==> src/rtl/apb_ready_combiner.sv <==
// ---------------------------------------------------------------------------
// apb_ready_combiner
//
// APB completer-side response combiner for N_CH sub-slave channels. The
// channel index and transfer direction are latched in the SETUP phase; during
// ACCESS only the selected channel's ready strobe for the latched direction
// can complete the transfer. Its PSLVERR and PRDATA are forwarded on
// completion. The block counts wait states and raises a sticky PROT_ERR on
// bus protocol violations or stray ready strobes.
//
// Optional feature (macro APB_READY_TIMEOUT_EN):
//   When defined, an ACCESS phase that has waited TIMEOUT cycles without
//   ready is finished with a forced error response. When undefined, ACCESS
//   waits indefinitely and TIMEOUT is unused.
//
// Parameters:
//   N_CH    number of sub-slave channels (1..16)
//   CH_W    channel index width, 2**CH_W >= N_CH
//   DW      PRDATA width
//   CNT_W   wait-state counter width
//   TIMEOUT wait cycles before a forced error (< 2**CNT_W)
//
// Ports:
//   PCLK          clock, rising edge
//   PRESETn       synchronous active-low reset
//   PSEL/PENABLE  APB phase signals
//   PWRITE        transfer direction, 1 = write
//   CH_SEL        channel index, sampled in SETUP
//   PREADY_R/W    per-channel read / write ready strobes
//   PRDATA_CH     per-channel read data, channel k at [k*DW +: DW]
//   PSLVERR_CH    per-channel error, qualified by that channel's ready
//   PROT_ERR_CLR  clears PROT_ERR (a new violation in the same cycle wins)
//   PREADY        combined ready to the bus
//   PRDATA        combined read data
//   PSLVERR       combined error
//   WAIT_CNT      wait states of the current or last transfer
//   PROT_ERR      sticky protocol-violation flag
// ---------------------------------------------------------------------------
module apb_ready_combiner #(
  parameter int N_CH    = 2,
  parameter int CH_W    = 1,
  parameter int DW      = 32,
  parameter int CNT_W   = 8,
  parameter int TIMEOUT = 200
) (
  input  logic              PCLK,
  input  logic              PRESETn,
  input  logic              PSEL,
  input  logic              PENABLE,
  input  logic              PWRITE,
  input  logic [CH_W-1:0]   CH_SEL,
  input  logic [N_CH-1:0]   PREADY_R,
  input  logic [N_CH-1:0]   PREADY_W,
  input  logic [N_CH*DW-1:0] PRDATA_CH,
  input  logic [N_CH-1:0]   PSLVERR_CH,
  input  logic              PROT_ERR_CLR,
  output logic              PREADY,
  output logic [DW-1:0]     PRDATA,
  output logic              PSLVERR,
  output logic [CNT_W-1:0]  WAIT_CNT,
  output logic              PROT_ERR
);

  // Elaboration-time sanity checks on the parameter set.
  if (N_CH < 1 || N_CH > 16 || N_CH > (1 << CH_W)) begin : g_bad_n_ch
    $error("apb_ready_combiner: N_CH must be 1..16 and fit in CH_W bits");
  end
  if (TIMEOUT < 0 || TIMEOUT >= (1 << CNT_W)) begin : g_bad_timeout
    $error("apb_ready_combiner: TIMEOUT must be below 2**CNT_W");
  end

  typedef enum logic [1:0] {
    IDLE   = 2'd0,
    ACCESS = 2'd1,
    DECERR = 2'd2
  } state_t;

  // N_CH widened by one bit so that N_CH == 2**CH_W is still representable.
  localparam logic [CH_W:0] N_CH_L = (CH_W + 1)'(N_CH);

  state_t          state;
  logic [CH_W-1:0] ch_q;
  logic            wr_q;

  logic [N_CH-1:0] sel_onehot;
  logic [DW-1:0]   sel_data;
  logic [N_CH-1:0] exp_r;
  logic [N_CH-1:0] exp_w;
  logic            rdy;
  logic            sel_err;
  logic            stray;
  logic            in_access;
  logic            bus_ok;
  logic            done;
  logic            timeout_hit;
  logic            prot_set;
  logic            ch_valid;

  // Decode the latched channel into a one-hot mask and pick its read data.
  // A loop compare is used instead of a direct index so that an out-of-range
  // ch_q (only possible on the DECERR path) never indexes past the vectors.
  always_comb begin
    sel_onehot = '0;
    sel_data   = '0;
    for (int k = 0; k < N_CH; k++) begin
      if (ch_q == CH_W'(k)) begin
        sel_onehot[k] = 1'b1;
        sel_data      = PRDATA_CH[k*DW +: DW];
      end
    end
  end

  // Only the selected channel's strobe for the latched direction is
  // legitimate; every other asserted ready bit in ACCESS is a stray.
  assign exp_r     = wr_q ? '0 : sel_onehot;
  assign exp_w     = wr_q ? sel_onehot : '0;
  assign rdy       = |((wr_q ? PREADY_W : PREADY_R) & sel_onehot);
  assign sel_err   = |(PSLVERR_CH & sel_onehot);
  assign stray     = |((PREADY_R & ~exp_r) | (PREADY_W & ~exp_w));

  assign in_access = (state == ACCESS);
  assign bus_ok    = PSEL & PENABLE;
  assign done      = in_access & bus_ok & rdy;
  assign ch_valid  = ({1'b0, CH_SEL} < N_CH_L);

`ifdef APB_READY_TIMEOUT_EN
  localparam logic [CNT_W-1:0] TIMEOUT_CNT = CNT_W'(TIMEOUT);
  // Forced error only when the selected channel is still not ready; a ready
  // arriving in the timeout cycle completes the transfer normally.
  assign timeout_hit = in_access & bus_ok & ~rdy & (WAIT_CNT == TIMEOUT_CNT);
`else
  assign timeout_hit = 1'b0;
`endif

  // Violations: ACCESS-style bus phase while idle, phase signals dropped
  // mid-ACCESS, or any stray ready strobe during ACCESS.
  assign prot_set = ((state == IDLE) & PSEL & PENABLE)
                  | (in_access & ~bus_ok)
                  | (in_access & stray);

  // Bus-facing response. Everything is zero outside ACCESS and DECERR, and
  // read data is only driven on a completing read.
  always_comb begin
    PREADY  = done | timeout_hit | (state == DECERR);
    PSLVERR = (done & sel_err) | timeout_hit | (state == DECERR);
    PRDATA  = (done & ~wr_q) ? sel_data : '0;
  end

  // Transfer FSM with wait counter and sticky protocol error flag.
  always_ff @(posedge PCLK) begin
    if (!PRESETn) begin
      state    <= IDLE;
      ch_q     <= '0;
      wr_q     <= 1'b0;
      WAIT_CNT <= '0;
      PROT_ERR <= 1'b0;
    end else begin
      case (state)
        IDLE: begin
          if (PSEL && !PENABLE) begin
            ch_q     <= CH_SEL;
            wr_q     <= PWRITE;
            WAIT_CNT <= '0;
            state    <= ch_valid ? ACCESS : DECERR;
          end
        end
        ACCESS: begin
          if (!bus_ok || rdy || timeout_hit) begin
            state <= IDLE;
          end else if (WAIT_CNT != '1) begin
            WAIT_CNT <= WAIT_CNT + CNT_W'(1);
          end
        end
        DECERR: begin
          state <= IDLE;
        end
        default: begin
          state <= IDLE;
        end
      endcase

      if (prot_set) begin
        PROT_ERR <= 1'b1;
      end else if (PROT_ERR_CLR) begin
        PROT_ERR <= 1'b0;
      end
    end
  end

endmodule
==> config.mk <==
export PLATFORM = sky130hd
export DESIGN_NAME = apb_ready_combiner
export DESIGN_NICKNAME = d
export VERILOG_FILES = /design/src/rtl/apb_ready_combiner.sv
export SDC_FILE = /design/constraint.sdc
export NUM_CORES = 1
export LEC_CHECK = 0
export BUFFER_PORTS_ARGS = -buffer_cell sky130_fd_sc_hd__buf_4
export CAP_MARGIN = 0
export CORE_MARGIN = 4
export CORE_UTILIZATION = 27
export CTS_CLUSTER_DIAMETER = 80
export DETAILED_ROUTE_END_ITERATION = 16
export PLACE_DENSITY = 0.73
export SKIP_LAST_GASP = 1
export SLEW_MARGIN = 20
export SYNTH_ARGS = -nofsm -noshare
export SYNTH_HDL_FRONTEND = slang
export SYNTH_SLANG_ARGS = --single-unit
export TNS_END_PERCENT = 10
==> constraint.sdc <==
create_clock -name PCLK -period 1.7 [get_ports PCLK]
set_clock_uncertainty 0.1 [all_clocks]
set_input_delay 0.34 -clock PCLK [delete_from_list [all_inputs] [get_ports PCLK]]
set_output_delay 0.34 -clock PCLK [all_outputs]
set_load 0.01 [all_outputs]
==> impl_metrics.toml, run 1 <==
[run_status]
status = "complete, but fails checks"
violations = "negative setup slack"

[clocking]
path_clk_slew_ps = 50
postCtsHoldBufs = 0
root_buffer = "clkbuf_8"
numCtsBuffers = 3
tritoncts = "built"
clock_latency_ps = 240
clock_path_buffers = 2
clock_sinks = 12
cts_max_level = 1

[logic_synthesis]
syn_inst = 158
ys_async_sr_fraction_pct = 0
ys_types = 40
netlist_area_sq_mm = 0.00125
syn-num-nets = 236
synth_edf_count = 0
synth_ff_type = "dfxtp_1"
synth_seq_cells = 12
yosys_warnings = 0
avgSynthCellArea_sq_um = 7.90
synth-seq-area-share_pct = 19.2

[cells_and_area]
drive_gt1_share_pct = 67.2
final_util_pct = 63.4
antennaDiodeCount = 0
fin_nets = 384
area_growth_pct = 124
nFillCells = 378

[global_route]
grt_start_max_net_pins = 20
overflow = 0
grt_pass1_wl_mm = 8.37
track_usage_pct = 16.9
grt_pass1_vias = 1768
antenna_found_initial = 0

[sta]
layout_setup_ws_ps = -290
setup_viol_count_final = 42
hold_violations = 0
slew_headroom_pct = 76.6
fin_crit_sh_pct = 117
tns_ps = -10830
finalMaxSlewViolations = 0
fmax_mhz = 502
period_minus_slack_ps = 1990
worstMarginPinSlew_ps = 347
rsz0062_at_grt = "true"

[floorplanning]
die_h_microns = 76.0
rows = 24
ios = 120
coreArea_sq_mm = 0.00441
die_w_microns = 76.0
die_area_sq_mm = 0.00578
initial_core_util_pct = 28.3

[pwr]
powerDensity_mw_per_mm2 = 350
irDropWorstVdd_mv = 0.700
leakagePower_nw = 1.22

[placed_design]
port_buffers = 119
hpwl_mm = 4.28
post-place-ws_ps = -201
place_congestion = 0.877

[route]
drtAntennaViolNets = 0
wl_per_cell_microns = 14.9
viasPerCell = 4.90
drt-initial-drc-count = 47
vias = 1748
wirelength_mm = 5.30
dr.pass1.iters = 4
remaining_drc_errors = 0

[worst_setup_path]
cp_slowest_cell = "or3_4"
cp.arrival_ps = 1550
critPathMaxFanout = 10
cp-start-kind = "flop"
end_kind = "output pin"
path_class = "flop to output pin"
worst_ep_required_time_ps = 1260
slowest_delay_ps = 440
crit_chain = "mux2i_1, or3_4, buf_8, nor2_4, buf_4"

[flow_run]
maxCapViolCount = 0

[worst_hold_path]
hold_path_class = "input pin to flop"
-- worst max-delay path, delay by kind of cell, from the launching register on --
kind | cells | cell delay [ps]
buf+inv | 2 | 320
flops | 1 | 340
mux | 1 | 130
simple gates | 2 | 520
-- cell usage after synthesis, types with 3 or more instances --
library cell	count	area (sq um)
clkbuf_1	4	15.0
buf_2	5	25.0
o21ai_0	5	25.0
a21oi_1	7	35.0
nor2_1	33	124
nand3_1	3	15.0
nor4_1	4	25.0
nor3_1	3	15.0
inv_1	3	11.3
nand2_1	7	26.3
mux2i_1	36	360
dfxtp_1	12	240
nor2b_1	5	31.3
-- area by class of cell --
type,instances,area [sq um],share of cell area [%]
flip-flops and latches,12,246,8.81
well taps,52,65.1,2.33
clock buffers,4,55.1,1.97
multi-input cells,132,1210,43.1
inverters,3,11.3,0.403
repair buffers,154,1210,43.4
-- per-stage QoR --
| stage | cells | power, mW | hold slack [ps] | instance area (sq um) |
|---|---|---|---|---|
| 2_1_floorplan | 158 | 0.464 | 391 | 1550 |
| 3_3_place_gp | 349 | 0.657 | 358 | 2650 |
| 3_5_place_dp | 349 | 0.665 | 355 | 2650 |
| 4_1_cts | 355 | 0.987 | 265 | 2740 |
| 5_1_grt | 357 | 1.03 | 285 | 2800 |
| 6_report | 357 | 0.980 | 263 | 2800 |
-- kinds of logic after synthesis --
group | count (synthesis) | synth area share [%]
AND/OR/NAND/NOR | 69 | 27.5
multiplexers | 37 | 30.7
AO/OA/AOI/OAI | 25 | 16.3
buffers and inverters | 14 | 5.31
flip-flops | 12 | 19.2
adder cells (fa/ha/maj) | 1 | 1.00
-- final timing paths --
check           start           to  slack [ps]  cells past startpoint
max              ch_q   PRDATA[20]        -290                      5
min            PWRITE         wr_q         260                      3
max reg2reg      wr_q  WAIT_CNT[5]        -250                      7
min reg2reg  PROT_ERR     PROT_ERR         370                      1
-- state kept, by name (all words and copies together), names as in the netlist --
name      cells
PROT_ERR      1
WAIT_CNT      8
ch_q          1
state         1
wr_q          1
-- power breakdown --
part           total (mW)  switching [mW]  leakage (nW)  internal, mW
registers           0.294         0.00580        0.0990         0.289
clock network       0.308           0.103        0.0288         0.204
logic               0.378           0.155          1.09         0.222
-- per-layer routing --
metal / vias to the layer above / wire, microns / track usage, % / share of wire, %
met5: - / 0 / 0 / 0
met4: 0 / 78 / 2.31 / 1.5
met3: 6 / 403 / 4.61 / 7.6
met2: 84 / 2710 / 31.2 / 51
met1: 794 / 2110 / 19.7 / 40
li1: 864 / - / - / -
-- what timing repair did --
| action | 4_1_cts | 5_1_grt |
|---|---|---|
| cloned | 0 | 1 |
| pin swaps | 0 | 1 |
| resized for setup | 3 | 9 |
| setup endpoints to repair | 37 | 43 |
| setup buffers | 2 | 1 |
-- cell usage in the layout, fill, tap and decap left out, drive strengths merged, types with 3 or more instances in the layout --
| cell | synthesis | layout |
|---|---|---|
| a21oi | 7 | 7 |
| clkbuf | 4 | 5 |
| nand2 | 7 | 7 |
| nor3 | 3 | 3 |
| dfxtp | 12 | 12 |
| nor4 | 4 | 4 |
| buf | 7 | 153 |
| nor2 | 33 | 33 |
| nand3 | 4 | 4 |
| inv | 3 | 3 |
| mux2i | 36 | 36 |
| nor2b | 5 | 5 |
| o21ai | 6 | 6 |
No activity file was read; power rests on OpenSTA's default activity.
==> inputs of run 2 (changes only) <==
--- a/config.mk
+++ b/config.mk
@@ -9,9 +9,10 @@
 export CAP_MARGIN = 0
 export CORE_MARGIN = 4
 export CORE_UTILIZATION = 27
-export CTS_CLUSTER_DIAMETER = 80
+export CTS_CLUSTER_DIAMETER = 40
 export DETAILED_ROUTE_END_ITERATION = 16
 export PLACE_DENSITY = 0.73
+export SETUP_SLACK_MARGIN = 0.05
 export SKIP_LAST_GASP = 1
 export SLEW_MARGIN = 20
 export SYNTH_ARGS = -nofsm -noshare
==> run 2 against run 1 <==
Compared with the run above: the flow still finishes with violations (negative setup slack); count of clock-buffer cells in the layout unchanged; critical path depth unchanged; global-route usage unchanged; clock power about the same; die area unchanged; total power unchanged; critical path type unchanged; largest power group unchanged.
==> impl_metrics.toml, run 2 (synthesized netlist as in run 1, its figures left out) <==
[floorplanning]
die_w_microns = 76.0
die_area_sq_mm = 0.00578
coreArea_sq_mm = 0.00441
die_h_microns = 76.0
rows = 24
initial_core_util_pct = 28.3
ios = 120

[run_status]
violations = "negative setup slack"
status = "complete, but fails checks"

[sta]
finalMaxSlewViolations = 0
worstMarginPinSlew_ps = 347
timing.hold.ws_ps = 263
hold_violations = 0
period_minus_slack_ps = 1990
tns_ps = -10830
fmax_mhz = 502
slew_headroom_pct = 76.6
layout_setup_ws_ps = -290
setup_viol_count_final = 42
fin_crit_sh_pct = 117
rsz0062_at_grt = "true"

[route]
remaining_drc_errors = 0
viasPerCell = 4.90
wirelength_mm = 5.30
wl_per_cell_microns = 14.9
dr.pass1.iters = 4
vias = 1748
drtAntennaViolNets = 0
drt-initial-drc-count = 47

[clocking]
root_buffer = "clkbuf_8"
clock_path_buffers = 2
tritoncts = "built"
numCtsBuffers = 3
cts_max_level = 1
clock_latency_ps = 240
path_clk_slew_ps = 50
clock_sinks = 12

[cells_and_area]
nFillCells = 378
multi_input_area_sq_mm = 0.00121
fin_nets = 384
seq_area_sq_um = 246
regMostFlops = "WAIT_CNT"
antennaDiodeCount = 0
drive_gt1_share_pct = 67.2
final_cell_mix = "buf_4, mux2i_1, nor2_4"
final_util_pct = 63.4
area_growth_pct = 124
final_area_sq_mm = 0.00280
final_common_cell = "buf_4"
largest_register_ffs = 8
final_cells = 357

[worst_setup_path]
critPathMaxFanout = 10
reg2reg_depth = 7
slowest_delay_ps = 440
cp.arrival_ps = 1550
path_buf_inv = 2
worst_ep_required_time_ps = 1260
worst-r2r-setup-slack_ps = -250
crit_chain = "mux2i_1, or3_4, buf_8, nor2_4, buf_4"
end_kind = "output pin"
r2r_end = "WAIT_CNT[5]"
cp_slowest_cell = "or3_4"
cp-start-kind = "flop"
path_class = "flop to output pin"
crit_family = "simple AND/OR/NAND/NOR gates"
r2r_start = "wr_q"

[worst_hold_path]
min_to = "wr_q"
whs_path_depth = 3
hold_start = "PWRITE"
hold_path_class = "input pin to flop"

[placed_design]
placed_area_sq_mm = 0.00265
place_congestion = 0.877
post-place-ws_ps = -201
port_buffers = 119
placed_cells = 349
hpwl_mm = 4.28

[pwr]
leakagePower_nw = 1.22
total_power_mw = 0.980
irDropWorstVdd_mv = 0.700
powerDensity_mw_per_mm2 = 350

[global_route]
antenna_found_initial = 0
grt_start_max_net_pins = 20
track_usage_pct = 16.9
grt_pass1_wl_mm = 8.37
grt_pass1_vias = 1768
overflow = 0

[flow_run]
maxCapViolCount = 0
run 2: cell counts in the layout (fill, tap and decap cells not counted):
No cell type changed its count.
run 2: worst register-to-register path: stages (launching register included):
cell and delay [ps]:
dfxtp_4 360, mux4_2 530, buf_4 160, buf_4 130, a211oi_4 150, or2_1 170, buf_4 150, a31oi_4 80
run 2: worst max path at each step:
stage | startpoint | endpoint | cells past startpoint
5_1_grt | ch_q | PRDATA[8] | 5
6_report | ch_q | PRDATA[20] | 5
4_1_cts | wr_q | PRDATA[0] | 5
3_5_place_dp | PREADY_W[1] | WAIT_CNT[5] | 6
2_1_floorplan | wr_q | PSLVERR | 3
3_3_place_gp | PREADY_W[1] | PSLVERR | 5
run 2: power breakdown:
part	switching (mW)	internal, mW
combinational	0.155	0.222
sequential	0.00580	0.289
clock	0.103	0.204
total	0.265	0.715
run 2: layout make-up:
cell class / instances / area share (%)
Timing Repair Buffer: 154 / 43.4
Multi-Input combinational cell: 132 / 43.1
Sequential cell: 12 / 8.81
Tap cell: 52 / 2.33
Clock buffer: 4 / 1.97
Inverter: 3 / 0.403
run 2: metal layers:
layer / up-vias / global-route usage (%) / wire (microns) / part of all wire [%]
met4: 0 / 2.31 / 78 / 1.5
li1: 864 / - / - / -
met5: - / 0 / 0 / 0
met1: 794 / 19.7 / 2110 / 40
met3: 6 / 4.61 / 403 / 7.6
met2: 84 / 31.2 / 2710 / 51
run 2: timing repair:
item,in CTS,in global routing
setup endpoints to repair,42,43
buffers inserted,2,1
cloned,0,1
resized for setup,3,9
pin swaps,0,1
hold buffers,0,0
